**src/rtl/axis_byte_packer_pkg.sv**
```systemverilog
// Shared types and helpers for the byte packer stream stages.
package axis_pack_pkg;

    typedef enum logic {
        IDLE  = 1'b0,
        ACCUM = 1'b1
    } pack_state_e;

    localparam int DEF_OUT_BYTES = 4;

    // Number of set lanes in a keep mask of up to 8 lanes.
    function automatic logic [3:0] popcount(input logic [7:0] mask);
        logic [3:0] n;
        n = '0;
        for (int i = 0; i < 8; i++) begin
            n = n + 4'(mask[i]);
        end
        return n;
    endfunction

endpackage

```
**src/rtl/axis_byte_packer_out_slice.sv**
```systemverilog
// Registered AXI Stream output slot: loads a word, holds it under backpressure.
module axis_out_slice
    import axis_pack_pkg::*;
#(
    parameter int DATA_W = 32,
    parameter int KEEP_W = 4
) (
    input  logic              Aclk,
    input  logic              Areset_n,
    input  logic              vld_p0,
    input  logic [DATA_W-1:0] data_p0,
    input  logic [KEEP_W-1:0] keep_p0,
    input  logic              last_p0,
    output logic              slot_free,
    output logic              m_valid,
    input  logic              m_ready,
    output logic [DATA_W-1:0] m_data,
    output logic [KEEP_W-1:0] m_keep,
    output logic              m_last
);

    assign slot_free = !m_valid || m_ready;

    // p0 -> p1: output register; a new load wins over a draining handshake
    always_ff @(posedge Aclk or negedge Areset_n) begin
        if (!Areset_n) begin
            m_valid <= 1'b0;
            m_data  <= '0;
            m_keep  <= '0;
            m_last  <= 1'b0;
        end else if (vld_p0) begin
            m_valid <= 1'b1;
            m_data  <= data_p0;
            m_keep  <= keep_p0;
            m_last  <= last_p0;
        end else if (m_ready) begin
            m_valid <= 1'b0;
        end
    end

endmodule

```
**src/rtl/axis_byte_packer.sv**
```systemverilog
// Packs 8-bit AXI Stream beats into OUT_BYTES-wide little-endian words.
// Optional AXIS_PACK_STATS_EN adds pkt_count/byte_count handshake counters.
module axis_byte_packer
    import axis_pack_pkg::*;
#(
    parameter int OUT_BYTES = DEF_OUT_BYTES
) (
    input  logic                   Aclk,
    input  logic                   Areset_n,
    input  logic                   s_axis_tvalid,
    output logic                   s_axis_tready,
    input  logic [7:0]             s_axis_tdata,
    input  logic [1:0]             s_axis_tkeep,
    input  logic                   s_axis_tlast,
    output logic                   m_axis_tvalid,
    input  logic                   m_axis_tready,
    output logic [8*OUT_BYTES-1:0] m_axis_tdata,
    output logic [OUT_BYTES-1:0]   m_axis_tkeep,
    output logic                   m_axis_tlast
`ifdef AXIS_PACK_STATS_EN
    ,
    output logic [15:0]            pkt_count,
    output logic [31:0]            byte_count
`endif
);

    localparam int IDX_W = $clog2(OUT_BYTES);
    localparam logic [IDX_W-1:0] LAST_IDX = IDX_W'(OUT_BYTES - 1);

    pack_state_e              state, state_nxt;
    logic [IDX_W-1:0]         idx, idx_nxt;
    logic [8*OUT_BYTES-1:0]   acc_data, acc_data_nxt, word_data_p0;
    logic [OUT_BYTES-1:0]     acc_keep, acc_keep_nxt, word_keep_p0;
    logic                     slot_free, accept, kept, complete_p0;
    logic                     unused_keep1;

    assign unused_keep1  = s_axis_tkeep[1];
    assign s_axis_tready = Areset_n && slot_free;
    assign accept        = s_axis_tvalid && s_axis_tready;
    assign kept          = accept && s_axis_tkeep[0];

    always_comb begin
        word_data_p0 = acc_data;
        word_keep_p0 = acc_keep;
        state_nxt    = state;
        idx_nxt      = idx;
        acc_data_nxt = acc_data;
        acc_keep_nxt = acc_keep;
        for (int i = 0; i < OUT_BYTES; i++) begin
            if (kept && idx == IDX_W'(i)) begin
                word_data_p0[i*8 +: 8] = s_axis_tdata;
                word_keep_p0[i]        = 1'b1;
            end
        end
        // A tlast beat closes the word even when it carries no byte.
        complete_p0 = accept && (s_axis_tlast || (kept && idx == LAST_IDX));
        if (complete_p0) begin
            state_nxt    = IDLE;
            idx_nxt      = '0;
            acc_data_nxt = '0;
            acc_keep_nxt = '0;
        end else if (kept) begin
            state_nxt    = ACCUM;
            idx_nxt      = idx + IDX_W'(1);
            acc_data_nxt = word_data_p0;
            acc_keep_nxt = word_keep_p0;
        end
    end

    always_ff @(posedge Aclk or negedge Areset_n) begin
        if (!Areset_n) begin
            state    <= IDLE;
            idx      <= '0;
            acc_data <= '0;
            acc_keep <= '0;
        end else begin
            state    <= state_nxt;
            idx      <= idx_nxt;
            acc_data <= acc_data_nxt;
            acc_keep <= acc_keep_nxt;
        end
    end

    axis_out_slice #(
        .DATA_W(8*OUT_BYTES),
        .KEEP_W(OUT_BYTES)
    ) u_out_slice (
        .Aclk     (Aclk),
        .Areset_n (Areset_n),
        .vld_p0   (complete_p0),
        .data_p0  (word_data_p0),
        .keep_p0  (word_keep_p0),
        .last_p0  (s_axis_tlast),
        .slot_free(slot_free),
        .m_valid  (m_axis_tvalid),
        .m_ready  (m_axis_tready),
        .m_data   (m_axis_tdata),
        .m_keep   (m_axis_tkeep),
        .m_last   (m_axis_tlast)
    );

`ifdef AXIS_PACK_STATS_EN
    always_ff @(posedge Aclk or negedge Areset_n) begin
        if (!Areset_n) begin
            pkt_count  <= '0;
            byte_count <= '0;
        end else if (m_axis_tvalid && m_axis_tready) begin
            if (m_axis_tlast) begin
                pkt_count <= pkt_count + 16'd1;
            end
            byte_count <= byte_count + 32'(popcount(8'(m_axis_tkeep)));
        end
    end
`endif

endmodule

```
**config.mk**
```make
export PLATFORM = sky130hd
export DESIGN_NAME = axis_byte_packer
export DESIGN_NICKNAME = d
export VERILOG_FILES = /design/src/rtl/axis_byte_packer_pkg.sv /design/src/rtl/axis_byte_packer_out_slice.sv /design/src/rtl/axis_byte_packer.sv
export SDC_FILE = /design/constraint.sdc
export NUM_CORES = 1
export LEC_CHECK = 0
export ABC_AREA = 1
export ABC_CLOCK_PERIOD_IN_PS = 4210
export BUFFER_PORTS_ARGS = -buffer_cell sky130_fd_sc_hd__buf_2
export CORE_UTILIZATION = 59
export DETAILED_ROUTE_END_ITERATION = 16
export PLACE_DENSITY = 0.84
export SLEW_MARGIN = 20
export SYNTH_ARGS = -nofsm -noshare
export SYNTH_HDL_FRONTEND = slang
export SYNTH_SLANG_ARGS = --single-unit
```
**constraint.sdc**
```tcl
create_clock -name Aclk -period 4.21 [get_ports Aclk]
set_input_delay 0.842 -clock Aclk [delete_from_list [all_inputs] [get_ports Aclk]]
set_output_delay 0.842 -clock Aclk [all_outputs]
set_load 0.005 [all_outputs]
```
==> impl_results.md, run 1 <==
* Status: completed
* Crit path required time at 3370 ps
* Actual slew at the worst max-slew pin at 965.6 ps
* Metal2 WL at 3347 um
* Die X-Extent at 78.15 um
* TritonCTS Buffers at 9
* Clock skew at 7.258 ps
* Startpoint types: input port
* Number of diodes at 0
* PostCTS Resize Cnt at 0
* Fmax at 344.5 MHz
* # hold bufs at CTS at 0
* Pre-CTS setup slack at 1144 ps
* Cell chain of the critical path: buf_4 > a21boi_2 > buf_2
* Met3 WL at 331 um
* Chip Height at 78.15 um
* Post-CTS setup buffers at 0
* RSZ-0062 raised after global routing: no
* Commonest non-fill, non-tap cell in the layout: nand2_1
* Top Layer Used: met4
* Final min period at 2903 ps
* Post-Route WL at 6805 um
* Layout Utilization at 0.6942
* DR iter-0 viols at 229
* Max-slew violation count at 0
* Mapped Avg Cell Area at 9.146 sq um
* GRT Util Overall at 0.2483
* Arrival time at the worst endpoint at 2060 ps
* Nets@finish at 445
* Hold Path Class: reg2reg
* Die area at 6107 sq um
* DP HPWL at 4396 um
* CP max-delay cell: buf_4
* Final Hold Fails at 0
* Post-route DRC violation count at 0
* Initial Util at 0.6174
* RD Place Congestion at 0.7539
* Clock Latency Late Sink at 340 ps
* Filler cells at 449
* Vias post-DR at 2,621
* Top post-synthesis cells by area: dfrtp_1 56%, nand2_1 15%, o21bai_2 5.6%
* Slew headroom at 0.3563
* Area Overhead vs Synth at 12.44%
* Max-cap check violation count at 0
* Syn nets at 393
* Warnings from Yosys at 0
* Setup WS post-layout at 1307 ps
* Pwr Density at 480.3 nW/um^2
* CTS clk-pin slew, worst paths at 70 ps
* ANT nets after route at 0
* Worst Setup End Kind: output pin
* Vias in the first global route at 2,410
* Initial antenna violation count at 0
* CTS tree: built
* M1 wire length at 2969 um
* Row count at 27
* Worst path max stage delay at 710 ps
* Final setup fails at 0
* Tightest hold margin at 472.1 ps
* FF+latch area at 1902 sq um
* Port bufs at 52
* GRT overflow at 0
* Layout cells sized above 1 at 0.2256
* Synth Cell Area at 3421 sq um
* Yosys cell types at 23
* Critical Path Fanout Max at 79
* H-tree Lvls at 3
* First-pass GRT wire length at 11,600 um
* Via/cell ratio at 5.221
* Root Buffer: clkbuf_8
* DR WL/cell at 13.56 um
* Leak at 2.126 nW
* Crit path buf inv count at 2
* Io pins at 54
* Number of synthesized register bits at 76
* Multi-input logic area at 1344 sq um
* Crit Path Class: in2out
* Most frequent cells in the layout: 138 x nand2_1, 76 x dfrtp_1, 51 x buf_2
* Total negative slack at 0 ps
* Detailed Routing Iterations Pass 1 at 5
* Peak VDD IR at 0.2591 mV
* Core ar. at 5540 sq um
* Fin crit share at 0.6895
* CP delay by family, top: buffers and inverters
* Post-synth top area cell: dfrtp_1
* CTS Buffer Depth at 2
* Largest net degree at the start of global routing at 80
* Synth top area share at 0.5560
* Clock sink count at 76
* Seq/Total Area, Yosys at 0.5560
* Mapped Cells at 374
[cell usage after synthesis (all sizes together)]
cell / number
dfrtp: 76
a21boi: 1
nand4: 1
clkinv: 3
o21ai: 4
ha: 4
a21oi: 1
nor2: 45
o21bai: 32
clkbuf: 1
inv: 15
buf: 14
nand3: 38
nand2: 139
[sequential cells by signal (all words and copies together), names as in the netlist]
signal / flops
u_out_slice.m_last: 1
u_out_slice.m_data: 32
acc_keep: 4
idx: 2
u_out_slice.m_keep: 4
acc_data: 32
u_out_slice.m_valid: 1
[worst paths after layout]
check	slack, ps	start	depth (start not counted)	end
max	1310	Areset_n	3	s_axis_tready
min reg2reg	470	u_out_slice.m_last	2	u_out_slice.m_last
min	470	u_out_slice.m_last	2	u_out_slice.m_last
max reg2reg	2120	idx[0]	7	u_out_slice.m_keep[1]
max in group asynchronous	2930	Areset_n	1	acc_data[28]
min in group asynchronous	650	Areset_n	1	u_out_slice.m_data[6]
[stage by stage]
stage | power [W] | instance area, sq um | instances
CTS | 0.001865 | 3846 | 502
finish | 0.001847 | 3846 | 502
global route | 0.001968 | 3846 | 502
detailed placement | 0.001411 | 3696 | 487
floorplan | 0.001246 | 3421 | 374
global placement | 0.001384 | 3696 | 487
[cell type report]
cell class | instances | area share
inverters | 18 | 0.01757
clock inverters | 3 | 0.003904
repair buffers | 56 | 0.07612
multi-input cells | 265 | 0.3494
well taps | 72 | 0.02342
flip-flops and latches | 76 | 0.4945
clock buffers | 12 | 0.03513
[worst register-to-register path: stages (launching register included)]
cell	delay [ps]
dfrtp_1	420
ha_1	220
inv_2	230
nor2_4	130
nor2_2	430
buf_4	400
nand2_1	100
o21ai_1	80
[per-layer routing]
layer / vias to the layer above / track usage
li1: 1284 / -
met4: 0 / 0.1204
met5: - / 0
met1: 1249 / 0.3551
met3: 16 / 0.03372
met2: 72 / 0.3754
[kinds of logic after synthesis]
family,synth area share
and+or+nand+nor,0.2754
buffers and inverters,0.05340
DFF,0.5560
adders and majority gates,0.01463
AOI/OAI and AO/OA,0.1006
[report_power, final]
part           switching, W  internal [W]  total, W  leakage, nW
logic              0.000251      0.000190  0.000441         1.03
registers         0.0000636      0.000890  0.000953         1.02
clock network      0.000244      0.000209  0.000453       0.0800
Note: power is estimated with default switching activity, not from simulation.
==> inputs of run 2 (changes only) <==
ABC_CLOCK_PERIOD_IN_PS = 2800   (was 4210)
CORE_UTILIZATION = 56   (was 59)
PLACE_DENSITY = 0.8   (was 0.84)
clock period = 2.8 ns   (was 4.21 ns; I/O delays follow)
==> run 2 against run 1 <==
Against the previous run: sequential share of layout area down 0.59 points; clock skew rose by 1.1 ps; combinational power up 50%; setup slack worse by 500 ps; sequential power grew 50%; die area up 5.2%; critical path type is now in2reg; critical endpoint is now u_out_slice.m_data[29]; largest cell class unchanged; highest routed layer unchanged.
==> impl_results.md, run 2 (same netlist as run 1, synthesis figures left out) <==
* CP delay by family, top: buffers and inverters
* Via/cell ratio at 5.118
* CP max-delay cell: buf_4
* RD Place Congestion at 0.7510
* H-tree Lvls at 3
* Max-cap check violation count at 0
* Actual slew at the worst max-slew pin at 960.5 ps
* Total negative slack at 0 ps
* Critical Path Fanout Max at 77
* Crit Path Class: in2reg
* Filler cells at 482
* Layout cells sized above 1 at 0.2309
* Clock Latency Late Sink at 340 ps
* Vias post-DR at 2,600
* Row count at 28
* Switch Pwr at 0.0008377 W
* CTS Buffer Depth at 2
* CTS tree: built
* Hold Path Class: reg2reg
* CTS clk-pin slew, worst paths at 70 ps
* Most frequent cells in the layout: 138 x nand2_1, 76 x dfrtp_1, 51 x buf_2
* Slew headroom at 0.3596
* Status: completed
* FF+latch area at 1902 sq um
* Peak VDD IR at 0.3211 mV
* Post-Route WL at 6758 um
* Startpoint types: input port
* Final Hold Fails at 0
* # hold bufs at CTS at 0
* Total power at 0.002781 W
* Core ar. at 5921 sq um
* Root Buffer: clkbuf_8
* Cell mode on critical path: buf_4
* Fin crit share at 0.7129
* Multi-input logic area at 1344 sq um
* Initial Util at 0.5778
* Sw frac at 0.3012
* Area Overhead vs Synth at 13.79%
* Detailed Routing Iterations Pass 1 at 4
* DR WL/cell at 13.30 um
* Combinational share of power at 0.238
* Chip Height at 80.16 um
* DP HPWL at 4296 um
* Nets@finish at 448
* Commonest non-fill, non-tap cell in the layout: nand2_1
* Max-slew violation count at 0
* Worst path max stage delay at 730 ps
* Layout Utilization at 0.6574
* First-pass GRT wire length at 11,340 um
* Crit path required time at 3020 ps
* Post-route DRC violation count at 0
* RSZ-0062 raised after global routing: no
* Cell chain of the critical path: buf_4 > buf_4 > nand3_1 > nor2_1 > nor2_2 > buf_4 > nand2_1 > nand2_1
* Post-CTS setup buffers at 0
* Final min period at 1996 ps
* Largest registers: acc_data (32), u_out_slice.m_data (32)
* GRT Util Overall at 0.2381
* Pwr Density at 714.5 nW/um^2
* Crit path buf inv count at 3
* Port bufs at 52
* PostCTS Resize Cnt at 0
* Final setup fails at 0
* Die X-Extent at 80.16 um
* TritonCTS Buffers at 9
* GRT overflow at 0
* Number of diodes at 0
* Worst Setup End Kind: flip-flop
* Fmax at 501.0 MHz
* DR iter-0 viols at 236
* ANT nets after route at 0
* Vias in the first global route at 2,390
* Sequential Power Share at 0.515
* Die area at 6425 sq um
* Clk pwr share at 0.247
* Largest net degree at the start of global routing at 78
* Tightest hold margin at 473.5 ps
* Clock sink count at 76
* Arrival time at the worst endpoint at 2220 ps
* Clock skew at 8.385 ps
* Initial antenna violation count at 0
* Int Power at 0.001943 W
* Io pins at 54
* Leak at 2.146 nW
==> run 2: changes by cell type in the layout (fill, tap and decap cells not counted), sizes merged <==
cell | before | now
buf | 56 | 59
==> run 2: worst reg2reg max path, delay by kind of cell (launching register included) <==
kind	cells	cell delay, ps
adder cells (fa/ha/maj)	1	180
AND/OR/NAND/NOR	2	170
AO/OA/AOI/OAI	1	580
buffers and inverters	3	580
flip-flops	1	410
==> run 2: path summary, 6_finish.rpt <==
check	start	end	slack, ps	cells after the start
worst min register to register	u_out_slice.m_last	u_out_slice.m_last	470	2
worst max register to register	idx[0]	u_out_slice.m_data[23]	830	7
min in group asynchronous	Areset_n	u_out_slice.m_data[6]	490	2
worst max-delay path	Areset_n	u_out_slice.m_data[29]	800	8
worst min-delay path	u_out_slice.m_last	u_out_slice.m_last	470	2
max in group asynchronous	Areset_n	u_out_slice.m_keep[3]	1670	2
==> run 2: metal layers <==
metal / global-route usage / share of wire / up-vias
met1: 0.3306 / 0.45 / 1226
met5: 0 / 0 / -
met2: 0.3692 / 0.48 / 66
met3: 0.05114 / 0.055 / 9
met4: 0.08393 / 0.015 / 0
li1: - / - / 1299
==> run 2: through the flow <==
| step | area (sq um) | setup slack (ps) | instances |
|---|---|---|---|
| global route | 3892 | 599.7 | 508 |
| detailed placement | 3715 | 414.9 | 492 |
| CTS | 3865 | 588.8 | 507 |
| finish | 3892 | 804.0 | 508 |
| global placement | 3715 | 442.0 | 492 |
| floorplan | 3421 | 1306 | 374 |
==> run 2: final cells by class <==
class,count,share of cell area
Clock buffer,12,0.03472
Clock inverter,3,0.003857
Inverter,18,0.01736
Multi-Input combinational cell,265,0.3452
Sequential cell,76,0.4886
Tap cell,75,0.02411
Timing Repair Buffer,59,0.08615
==> run 2: power by group through the flow <==
stage | sequential (W) | combinational, W | clock, W
global route | 0.00146 | 0.000767 | 0.000740
detailed placement | 0.00145 | 0.000665 | 0
global placement | 0.00144 | 0.000646 | 0
CTS | 0.00144 | 0.000669 | 0.000697
finish | 0.00143 | 0.000663 | 0.000686
floorplan | 0.00146 | 0.000416 | 0
